$ cat src/rtl/ioctl_rom_router.sv
// Routes the data_io ioctl byte stream into NPORTS toggle-handshake SDRAM write ports,
// with per-region rebasing, byte-lane steering and sticky download status flags.
module ioctl_rom_router #(
  parameter int                   NPORTS      = 2,
  parameter int                   AW          = 25,
  parameter int                   PORT_AW     = 23,
  parameter int                   FIFO_DEPTH  = 4,
  parameter int                   ROM_INDEX   = 0,
  parameter logic [NPORTS*AW-1:0] REGION_BASE = {25'h0006000, 25'h000C000},
  parameter logic [NPORTS*AW-1:0] REGION_SIZE = {25'h0006000, 25'h0004000},
  parameter logic [NPORTS-1:0]    MODE        = 2'b10,
  parameter int                   SPLIT       = 13,
  parameter int                   ACK_TIMEOUT = 255
) (
  input  logic                        clk_sys,
  input  logic                        reset,
  input  logic                        ioctl_download,
  input  logic [7:0]                  ioctl_index,
  input  logic                        ioctl_wr,
  input  logic [AW-1:0]               ioctl_addr,
  input  logic [7:0]                  ioctl_dout,
  output logic [NPORTS-1:0]           port_req,
  input  logic [NPORTS-1:0]           port_ack,
  output logic [NPORTS*PORT_AW-1:0]   port_a,
  output logic [NPORTS*2-1:0]         port_ds,
  output logic [NPORTS*16-1:0]        port_d,
  output logic [NPORTS-1:0]           port_we,
  output logic                        busy,
  output logic                        rom_loaded,
  output logic                        err_overflow,
  output logic                        err_range,
  output logic                        err_timeout
);

  localparam int FAW = (FIFO_DEPTH > 1) ? $clog2(FIFO_DEPTH) : 1;
  localparam int PS  = (NPORTS > 1) ? $clog2(NPORTS) : 1;
  localparam int TW  = ($clog2(ACK_TIMEOUT + 1) > 8) ? $clog2(ACK_TIMEOUT + 1) : 8;
  localparam int EW  = AW + 8;

  // SYNC: align req to ack | IDLE: decode FIFO head | WAIT: one port outstanding
  localparam logic [1:0] ST_SYNC = 2'd0;
  localparam logic [1:0] ST_IDLE = 2'd1;
  localparam logic [1:0] ST_WAIT = 2'd2;

  logic [1:0]                state_q, state_d;
  logic                      wr_last_q, dl_last_q;
  logic [EW-1:0]             fifo_q [FIFO_DEPTH];
  logic [FAW-1:0]            wptr_q, wptr_d, rptr_q, rptr_d;
  logic [FAW:0]              count_q, count_d;
  logic [NPORTS-1:0]         req_q, req_d, we_q, we_d;
  logic [NPORTS*PORT_AW-1:0] a_q, a_d;
  logic [NPORTS*2-1:0]       ds_q, ds_d;
  logic [NPORTS*16-1:0]      d_q, d_d;
  logic [PS-1:0]             sel_q, sel_d;
  logic [TW-1:0]             timer_q, timer_d;
  logic                      loaded_q, loaded_d, ovf_q, ovf_d, range_q, range_d, tmo_q, tmo_d;

  logic                      push, push_ok, pop, fifo_empty, fifo_full;
  logic [AW-1:0]             head_addr, rel;
  logic [7:0]                head_data;
  logic                      hit, hit_mode, cur_ack, cur_req;
  logic [PS-1:0]             hit_idx;
  logic [AW-2:0]             lin_src, mrg_src;
  logic [AW+PORT_AW-1:0]     lin_ext, mrg_ext;
  logic [PORT_AW-1:0]        map_a;
  logic [1:0]                map_ds;
  logic                      unused_ext;

  assign fifo_empty = (count_q == '0);
  assign fifo_full  = (count_q == (FAW+1)'(FIFO_DEPTH));
  assign push       = ioctl_wr & ~wr_last_q & ioctl_download & (ioctl_index == 8'(ROM_INDEX));
  // a pop on the same edge frees the slot, so a push into a full FIFO still lands
  assign push_ok    = push & (~fifo_full | pop);
  assign {head_addr, head_data} = fifo_q[rptr_q];

  always_comb begin
    hit      = 1'b0;
    hit_idx  = '0;
    hit_mode = 1'b0;
    rel      = '0;
    for (int i = NPORTS - 1; i >= 0; i--) begin
      if ((head_addr >= REGION_BASE[i*AW +: AW]) &&
          ((head_addr - REGION_BASE[i*AW +: AW]) < REGION_SIZE[i*AW +: AW])) begin
        hit      = 1'b1;
        hit_idx  = PS'(i);
        hit_mode = MODE[i];
        rel      = head_addr - REGION_BASE[i*AW +: AW];
      end
    end
  end

  assign lin_src    = rel[AW-1:1];
  assign mrg_src    = {rel[AW-1:SPLIT+2], rel[SPLIT-1:0], rel[SPLIT+1]};
  assign lin_ext    = {{(PORT_AW+1){1'b0}}, lin_src};
  assign mrg_ext    = {{(PORT_AW+1){1'b0}}, mrg_src};
  assign unused_ext = ^{lin_ext, mrg_ext};
  assign map_a      = hit_mode ? mrg_ext[PORT_AW-1:0] : lin_ext[PORT_AW-1:0];
  assign map_ds     = hit_mode ? {rel[SPLIT], ~rel[SPLIT]} : {rel[0], ~rel[0]};

  always_comb begin
    cur_ack = 1'b0;
    cur_req = 1'b0;
    for (int i = 0; i < NPORTS; i++) begin
      if (PS'(i) == sel_q) begin
        cur_ack = port_ack[i];
        cur_req = req_q[i];
      end
    end
  end

  always_comb begin
    state_d = state_q;
    req_d   = req_q;
    we_d    = we_q;
    a_d     = a_q;
    ds_d    = ds_q;
    d_d     = d_q;
    sel_d   = sel_q;
    timer_d = timer_q;
    range_d = range_q;
    tmo_d   = tmo_q;
    pop     = 1'b0;
    case (state_q)
      ST_SYNC: begin
        req_d   = port_ack;
        state_d = ST_IDLE;
      end
      ST_IDLE: begin
        if (!fifo_empty) begin
          if (hit) begin
            for (int i = 0; i < NPORTS; i++) begin
              if (PS'(i) == hit_idx) begin
                a_d[i*PORT_AW +: PORT_AW] = map_a;
                ds_d[i*2 +: 2]            = map_ds;
                d_d[i*16 +: 16]           = {head_data, head_data};
                req_d[i]                  = ~req_q[i];
                we_d[i]                   = 1'b1;
              end
            end
            sel_d   = hit_idx;
            timer_d = '0;
            state_d = ST_WAIT;
          end else begin
            pop     = 1'b1;
            range_d = 1'b1;
          end
        end
      end
      ST_WAIT: begin
        if (cur_ack == cur_req) begin
          pop     = 1'b1;
          state_d = ST_IDLE;
          for (int i = 0; i < NPORTS; i++) if (PS'(i) == sel_q) we_d[i] = 1'b0;
        end else if (timer_q == TW'(ACK_TIMEOUT - 1)) begin
          pop     = 1'b1;
          tmo_d   = 1'b1;
          state_d = ST_IDLE;
          for (int i = 0; i < NPORTS; i++) begin
            if (PS'(i) == sel_q) begin
              we_d[i]  = 1'b0;
              req_d[i] = port_ack[i];
            end
          end
        end else begin
          timer_d = timer_q + TW'(1);
        end
      end
      default: state_d = ST_SYNC;
    endcase
  end

  always_comb begin
    wptr_d   = push_ok ? wptr_q + FAW'(1) : wptr_q;
    rptr_d   = pop ? rptr_q + FAW'(1) : rptr_q;
    count_d  = count_q;
    if (push_ok && !pop) count_d = count_q + (FAW+1)'(1);
    if (!push_ok && pop) count_d = count_q - (FAW+1)'(1);
    ovf_d    = ovf_q | (push & ~push_ok);
    loaded_d = loaded_q | (dl_last_q & ~ioctl_download & (ioctl_index == 8'(ROM_INDEX)));
  end

  always_ff @(posedge clk_sys) begin
    if (push_ok) fifo_q[wptr_q] <= {ioctl_addr, ioctl_dout};
  end

  always_ff @(posedge clk_sys or posedge reset) begin
    if (reset) begin
      state_q   <= ST_SYNC;
      wr_last_q <= 1'b0;
      dl_last_q <= 1'b0;
      wptr_q    <= '0;
      rptr_q    <= '0;
      count_q   <= '0;
      req_q     <= '0;
      we_q      <= '0;
      a_q       <= '0;
      ds_q      <= '0;
      d_q       <= '0;
      sel_q     <= '0;
      timer_q   <= '0;
      loaded_q  <= 1'b0;
      ovf_q     <= 1'b0;
      range_q   <= 1'b0;
      tmo_q     <= 1'b0;
    end else begin
      state_q   <= state_d;
      wr_last_q <= ioctl_wr;
      dl_last_q <= ioctl_download;
      wptr_q    <= wptr_d;
      rptr_q    <= rptr_d;
      count_q   <= count_d;
      req_q     <= req_d;
      we_q      <= we_d;
      a_q       <= a_d;
      ds_q      <= ds_d;
      d_q       <= d_d;
      sel_q     <= sel_d;
      timer_q   <= timer_d;
      loaded_q  <= loaded_d;
      ovf_q     <= ovf_d;
      range_q   <= range_d;
      tmo_q     <= tmo_d;
    end
  end

  assign port_req     = req_q;
  assign port_we      = we_q;
  assign port_a       = a_q;
  assign port_ds      = ds_q;
  assign port_d       = d_q;
  assign busy         = !fifo_empty || (state_q == ST_WAIT);
  assign rom_loaded   = loaded_q;
  assign err_overflow = ovf_q;
  assign err_range    = range_q;
  assign err_timeout  = tmo_q;

endmodule
$ cat config.mk
export PLATFORM = sky130hd
export DESIGN_NAME = ioctl_rom_router
export DESIGN_NICKNAME = d
export VERILOG_FILES = /design/src/rtl/ioctl_rom_router.sv
export SDC_FILE = /design/constraint.sdc
export NUM_CORES = 1
export LEC_CHECK = 0
export CAP_MARGIN = 15
export CORE_ASPECT_RATIO = 0.75
export CORE_MARGIN = 1.5
export CORE_UTILIZATION = 49
export DETAILED_ROUTE_END_ITERATION = 7
export PLACE_DENSITY = 0.87
export SYNTH_ARGS = -nofsm -noshare
export SYNTH_HDL_FRONTEND = slang
export SYNTH_SLANG_ARGS = --single-unit
$ cat constraint.sdc
create_clock -name clk_sys -period 3.8 [get_ports clk_sys]
set_input_delay 0.57 -clock clk_sys [delete_from_list [all_inputs] [get_ports clk_sys]]
set_output_delay 0.57 -clock clk_sys [all_outputs]
set_load 0.005 [all_outputs]
Yosys cells after proc, flatten, opt, wreduce, memory -nomap -nowiden --
Memories as Yosys holds them, arrays and structs flattened. Index checks and enable logic that the tools add are counted.
Word-level totals: memories 1, logic and storage cells 142, bits in writable memories 132, register bits 110, output and inout port bits 91, input bits 47
Operators by class: eq/ne operators 15, magnitude comparators 4, add/subtract/negate cells 7, mux-type cells 46, bitwise gates (word level) 22, reduce and logical (&&, ||, !) cells 25
Memory list:
- fifo_q | words 4, width 33, rd ports 1, clocked after Yosys merged registers in 0, wr ports 1, RTL line 47 | logic [EW-1:0] fifo_q [FIFO_DEPTH];
Operator list (number):
- 25-bit by 15-bit < comparator with 1-bit output (second input constant) | 2
- 24-bit 2-to-1 mux | 2
- 8-bit 2-to-1 mux | 4
- 2-bit 2-to-1 mux | 13
- 25-bit by 15-bit >= comparator with 1-bit output (second input constant) | 1
- 25-bit by 16-bit >= comparator with 1-bit output (second input constant) | 1
- 25-bit by 15-bit subtractor with 25-bit output (second input constant) | 1
- 25-bit by 16-bit subtractor with 25-bit output (second input constant) | 1
- 1-bit 2-to-1 mux | 19
- 2-bit != test (second input constant) | 9
- 8-bit case mux with 2 select lines | 1
- 5-bit AND reduction | 3
- 14-bit 2-to-1 mux | 1
- 7-bit AND reduction | 2
- 1-bit NOT | 12
- 2-bit case mux with 3 select lines | 2
- 3-bit AND reduction | 4
- 8-bit by 1-bit adder with 8-bit output (second input constant) | 1
- 8-bit == test (second input constant) | 1
- 8-bit zero test | 1
- 4-bit AND reduction | 2
- 1-bit AND | 7
- 3-bit 2-to-1 mux | 2
- 2-bit by 1-bit adder with 2-bit output (second input constant) | 2
- other kinds (17) | 25

Logic depth before layout (Yosys ltp) --
An unclocked memory read counts as a cell.
depth after elaboration 14, depth in mapped cells 17, mapped depth without buffers 14

Worst setup path after synthesis --
Ideal clock, no wire load.
path kind flip-flop to flip-flop, start register rptr_q[0], end memory fifo_q[0][0] (netlist bit) (enable), data required time 3.407 ns, cell stages (with the launch flop) 12, slack -0.228 ns, arrival time 3.634 ns, setup time 0.393 ns, clock period less this slack 4.028 ns, path buffers 2, path through dfrtp_1 buf_6 buf_8 mux4_1 ha_1 or2_0 or4_1 o2111ai_2 nand3_1 o21ai_2 o21a_2 and2_1
On the way: cells in the longest elaborated chain, start to end 13, elaborated cells between the ends (all ways) 18, those cells by class 2 x add/sub; 4 x order compare; 7 x mux; 2 x bitwise; 2 x reduce/logical; 1 x memory
RTL lines:
- start, declared | RTL line 48 | logic [FAW-1:0] wptr_q, wptr_d, rptr_q, rptr_d;
- start signal, assigned | RTL line 210 | rptr_q <= rptr_d;
- memory 4 x 33 bit (*)
- 25-bit by 15-bit subtractor with 25-bit output
- 25-bit by 15-bit < comparator with 1-bit output | RTL line 83 | ((head_addr - REGION_BASE[i*AW +: AW]) < REGION_SIZE[i*AW +: AW])) begin
- 1-bit logical AND | RTL line 82 | if ((head_addr >= REGION_BASE[i*AW +: AW]) &&
- 1-bit 2-to-1 mux | RTL line 82
- 1-bit 2-to-1 mux (*) | RTL line 82
- 1-bit 2-to-1 mux (*) | RTL line 130 | if (hit) begin
- 1-bit 2-to-1 mux (*) | RTL line 129 | if (!fifo_empty) begin
- 1-bit case mux with 2 select lines (*) | RTL line 123 | case (state_q)
- 1-bit OR (*) | RTL line 73 | assign push_ok = push & (~fifo_full | pop);
- 1-bit AND (*) | RTL line 73
- 1-bit 2-to-1 mux (*) | RTL line 183 | if (push_ok) fifo_q[wptr_q] <= {ioctl_addr, ioctl_dout};
- 1-bit 2-to-1 mux (implied by the code) (*) | RTL line 183
- end, declared | RTL line 47
Mark *: on every way between the ends. The rest lies on a longest branch, timed or not.

Final worst setup path --
start register rptr_q[0], end memory fifo_q[1][22] (netlist bit) (enable)
The elaborated chain is that of the path after synthesis.

==> impl_metrics.env <==
export IMPL_setup_worst_path_start_class="register"
export IMPL_synth_cells=559
export IMPL_clockBufferDepth=3
export IMPL_cts_root_buf="clkbuf_16"
export IMPL_grt_pass1_wl_um=30280
export IMPL_avgSynthCellArea_um2=16.55
export IMPL_via_per_inst=5.501
export IMPL_dp_cells=922
export IMPL_grt_pass1_vias=5397
export IMPL_finalSetupViolCount=0
export IMPL_min_period_ps=3751
export IMPL_dieArea_um2=19720
export IMPL_detail_route_wl_per_cell_um=20.40
export IMPL_h_tree_depth=1
export IMPL_utilization_pct=62.49
export IMPL_n_fill_cell=1341
export IMPL_synth_top_cell_area_share_pct=42.86
export IMPL_die_w_um=161.6
export IMPL_finalClockSkew_ps=17.48
export IMPL_insertion_delay_ps=530
export IMPL_peakVddDrop_uv=365.9
export IMPL_synth_edff_count=132
export IMPL_hold_path_class="reg2reg"
export IMPL_diodes=0
export IMPL_die_y_um=122.0
export IMPL_fin_area_um2=11560
export IMPL_gp_congestion=0.8179
export IMPL_netlist_cell_type_count=60
export IMPL_ios=138
export IMPL_finalHoldViolations=0
export IMPL_core_um2=18510
export IMPL_grt_overflow_total=0
export IMPL_arrival_ps=3890
export IMPL_slew_headroom_pct=41.72
export IMPL_fin_crit_sh_pct=98.71
export IMPL_syn_area_um2=9249
export IMPL_yosys_warnings=0
export IMPL_ant_nets=0
export IMPL_port_buffers=137
export IMPL_yosys_top_cells_count="132 x edfxtp_1, 94 x dfrtp_1, 45 x mux2_2"
export IMPL_antenna_found_initial=0
export IMPL_critPathKind="reg2reg"
export IMPL_powerDensity_nw_per_um2=563.5
export IMPL_status="complete, no violations"
export IMPL_layoutNonFillerInstCount=962
export IMPL_dr_first_iter_drc_count=356
export IMPL_cp_data_required_time_ps=3940
export IMPL_routed_wl_um=19630
export IMPL_drt_first_pass_iters=5
export IMPL_gr_usage_all_layers_pct=20.22
export IMPL_clkSinkCount=226
export IMPL_rsz0062_at_grt="true"
export IMPL_path_max_fanout=33
export IMPL_ys_flop_type="edfxtp_1"
export IMPL_drive_above_1_share_pct=20.00
export IMPL_fin_nets=761
export IMPL_synth_most_common_cell="edfxtp_1"
export IMPL_drcViolationCount=0
export IMPL_yosysTopAreaCell="edfxtp_1"
export IMPL_ys_seq_area_share_pct=68.29
export IMPL_clkSlewWorstSetupHoldPaths_ps=60
export IMPL_postCtsSetupRepairBufs=0
export IMPL_start_util_pct=49.97
export IMPL_cp_end_kind="register"
export IMPL_synth_seq_cells=226
export IMPL_fmax_mhz=266.6
export IMPL_cts_buffers_inserted=22
export IMPL_hold_slack_ps=462.0
export IMPL_tightest_slew_ps=874.3
export IMPL_synth_fp_nets=621
export IMPL_cts_tree="built"
export IMPL_rows=43
export IMPL_num_vias=5292
export IMPL_dp_hpwl_um=12830
export IMPL_dpl_cell_area_um2=10830
export IMPL_leakage_nw=4.519
export IMPL_area_delta_synth_final_pct=25.04
export IMPL_drv_cap=0
export IMPL_grt_max_degree=59
export IMPL_synth_area_top_cells="edfxtp_1 43%, dfrtp_1 25%, mux4_2 5.8%"
export IMPL_report_final_slew_viol_count=0
export IMPL_ys_async_sr_fraction_pct=41.59
-- kinds of logic after synthesis --
family / count (synthesis) / share of synthesized area, %
and+or+nand+nor: 118 / 6.940
DFF: 226 / 68.29
muxes: 79 / 13.81
xor gates and xnor gates: 8 / 0.7575
AOI/OAI and AO/OA: 58 / 4.586
adders and majority gates: 15 / 2.110
buffers and inverters: 55 / 3.504
-- layout by cell type, fill, tap and decap left out, drive strengths merged, types with 2 or more instances in the layout --
master | netlist | final
a21o | 2 | 2
a21oi | 13 | 13
a31oi | 4 | 4
a32o | 2 | 2
and2 | 7 | 7
and3 | 2 | 2
buf | 27 | 16
bufinv | 0 | 2
clkbuf | 10 | 30
clkdlybuf4s50 | 0 | 137
clkinv | 0 | 8
dfrtp | 94 | 94
edfxtp | 132 | 132
ha | 14 | 14
inv | 18 | 18
mux2 | 45 | 45
mux2i | 2 | 2
mux4 | 32 | 32
nand2 | 28 | 28
nand2b | 4 | 4
nand3 | 10 | 10
nor2 | 17 | 17
nor2b | 20 | 20
nor3 | 8 | 8
nor4 | 4 | 4
o2111ai | 2 | 2
o21a | 4 | 4
o21ai | 12 | 12
o31ai | 10 | 10
or2 | 9 | 9
or3 | 2 | 2
or4 | 3 | 3
xnor2 | 4 | 4
xor2 | 4 | 4
-- critical path: stages (launching register included) --
cell	delay [ps]
dfrtp_2	400
buf_4	180
buf_4	320
mux4_1	650
nand2b_1	100
nor4_1	40
o211a_1	260
o21a_1	210
o21ai_2	210
o21a_2	240
and2_2	740
-- worst paths after layout --
| check | cells after the start | startpoint | slack [ps] | to |
|---|---|---|---|---|
| worst min register to register | 1 | err_timeout$_DFFE_PP0P_ | 460 | err_timeout$_DFFE_PP0P_ |
| worst min-delay path | 1 | err_timeout$_DFFE_PP0P_ | 460 | err_timeout$_DFFE_PP0P_ |
| max in group asynchronous | 3 | reset | 2600 | rptr_q[0]$_DFFE_PP0P_ |
| worst max-delay path | 10 | rptr_q[0]$_DFFE_PP0P_ | 50 | fifo_q[1][22]$_DFFE_PP_ |
| min in group asynchronous | 2 | reset | 470 | port_a[22]$_DFFE_PP0P_ |
| worst max register to register | 10 | rptr_q[0]$_DFFE_PP0P_ | 50 | fifo_q[1][22]$_DFFE_PP_ |
-- sequential cells by signal, indices dropped and copies added (netlist names) --
name	cells
timer_q	8
dl_last_q	1
err_overflow	1
port_d	16
wr_last_q	1
wptr_q	2
port_a	46
port_req	2
state_q	2
rptr_q	2
count_q	3
port_ds	4
rom_loaded	1
fifo_q	132
err_range	1
sel_q	1
err_timeout	1
port_we	2
-- per-layer routing --
layer	routed length (um)	track usage, %	up-vias
met5	0	0	-
met4	341	4.243	0
met3	1312	4.358	30
met2	9449	33.64	175
met1	8522	27.76	2720
li1	-	-	2367
-- power by group --
group / internal, mW / switching (mW) / total, mW
combinational: 0.755 / 0.766 / 1.52
clock: 1.27 / 0.919 / 2.19
sequential: 2.70 / 0.106 / 2.81
-- cell type report --
type                    count  area, um^2  share of cell area (%)
inverters                  18       70.07                  0.6059
well taps                 247       309.0                   2.672
repair buffers            153        1516                   13.11
flip-flops and latches    226        6319                   54.64
multi-input cells         278        2620                   22.66
clock inverters            10       120.1                   1.039
clock buffers              30       610.6                   5.280
-- per-stage QoR --
step / setup TNS [ps] / setup slack, ps / power [mW]
global route: -19400 / -211.3 / 6.795
global placement: 0 / 157.4 / 4.299
CTS: 0 / 5.280 / 6.566
detailed placement: 0 / 30.64 / 4.355
finish: 0 / 49.18 / 6.517
floorplan: 0 / 43.05 / 3.863
-- what timing repair did --
action                     in CTS  in global routing
resized for setup               0                  1
setup endpoints to repair       0                132
hold buffers                    0                  0
Power figures use the tool's default switching activity.
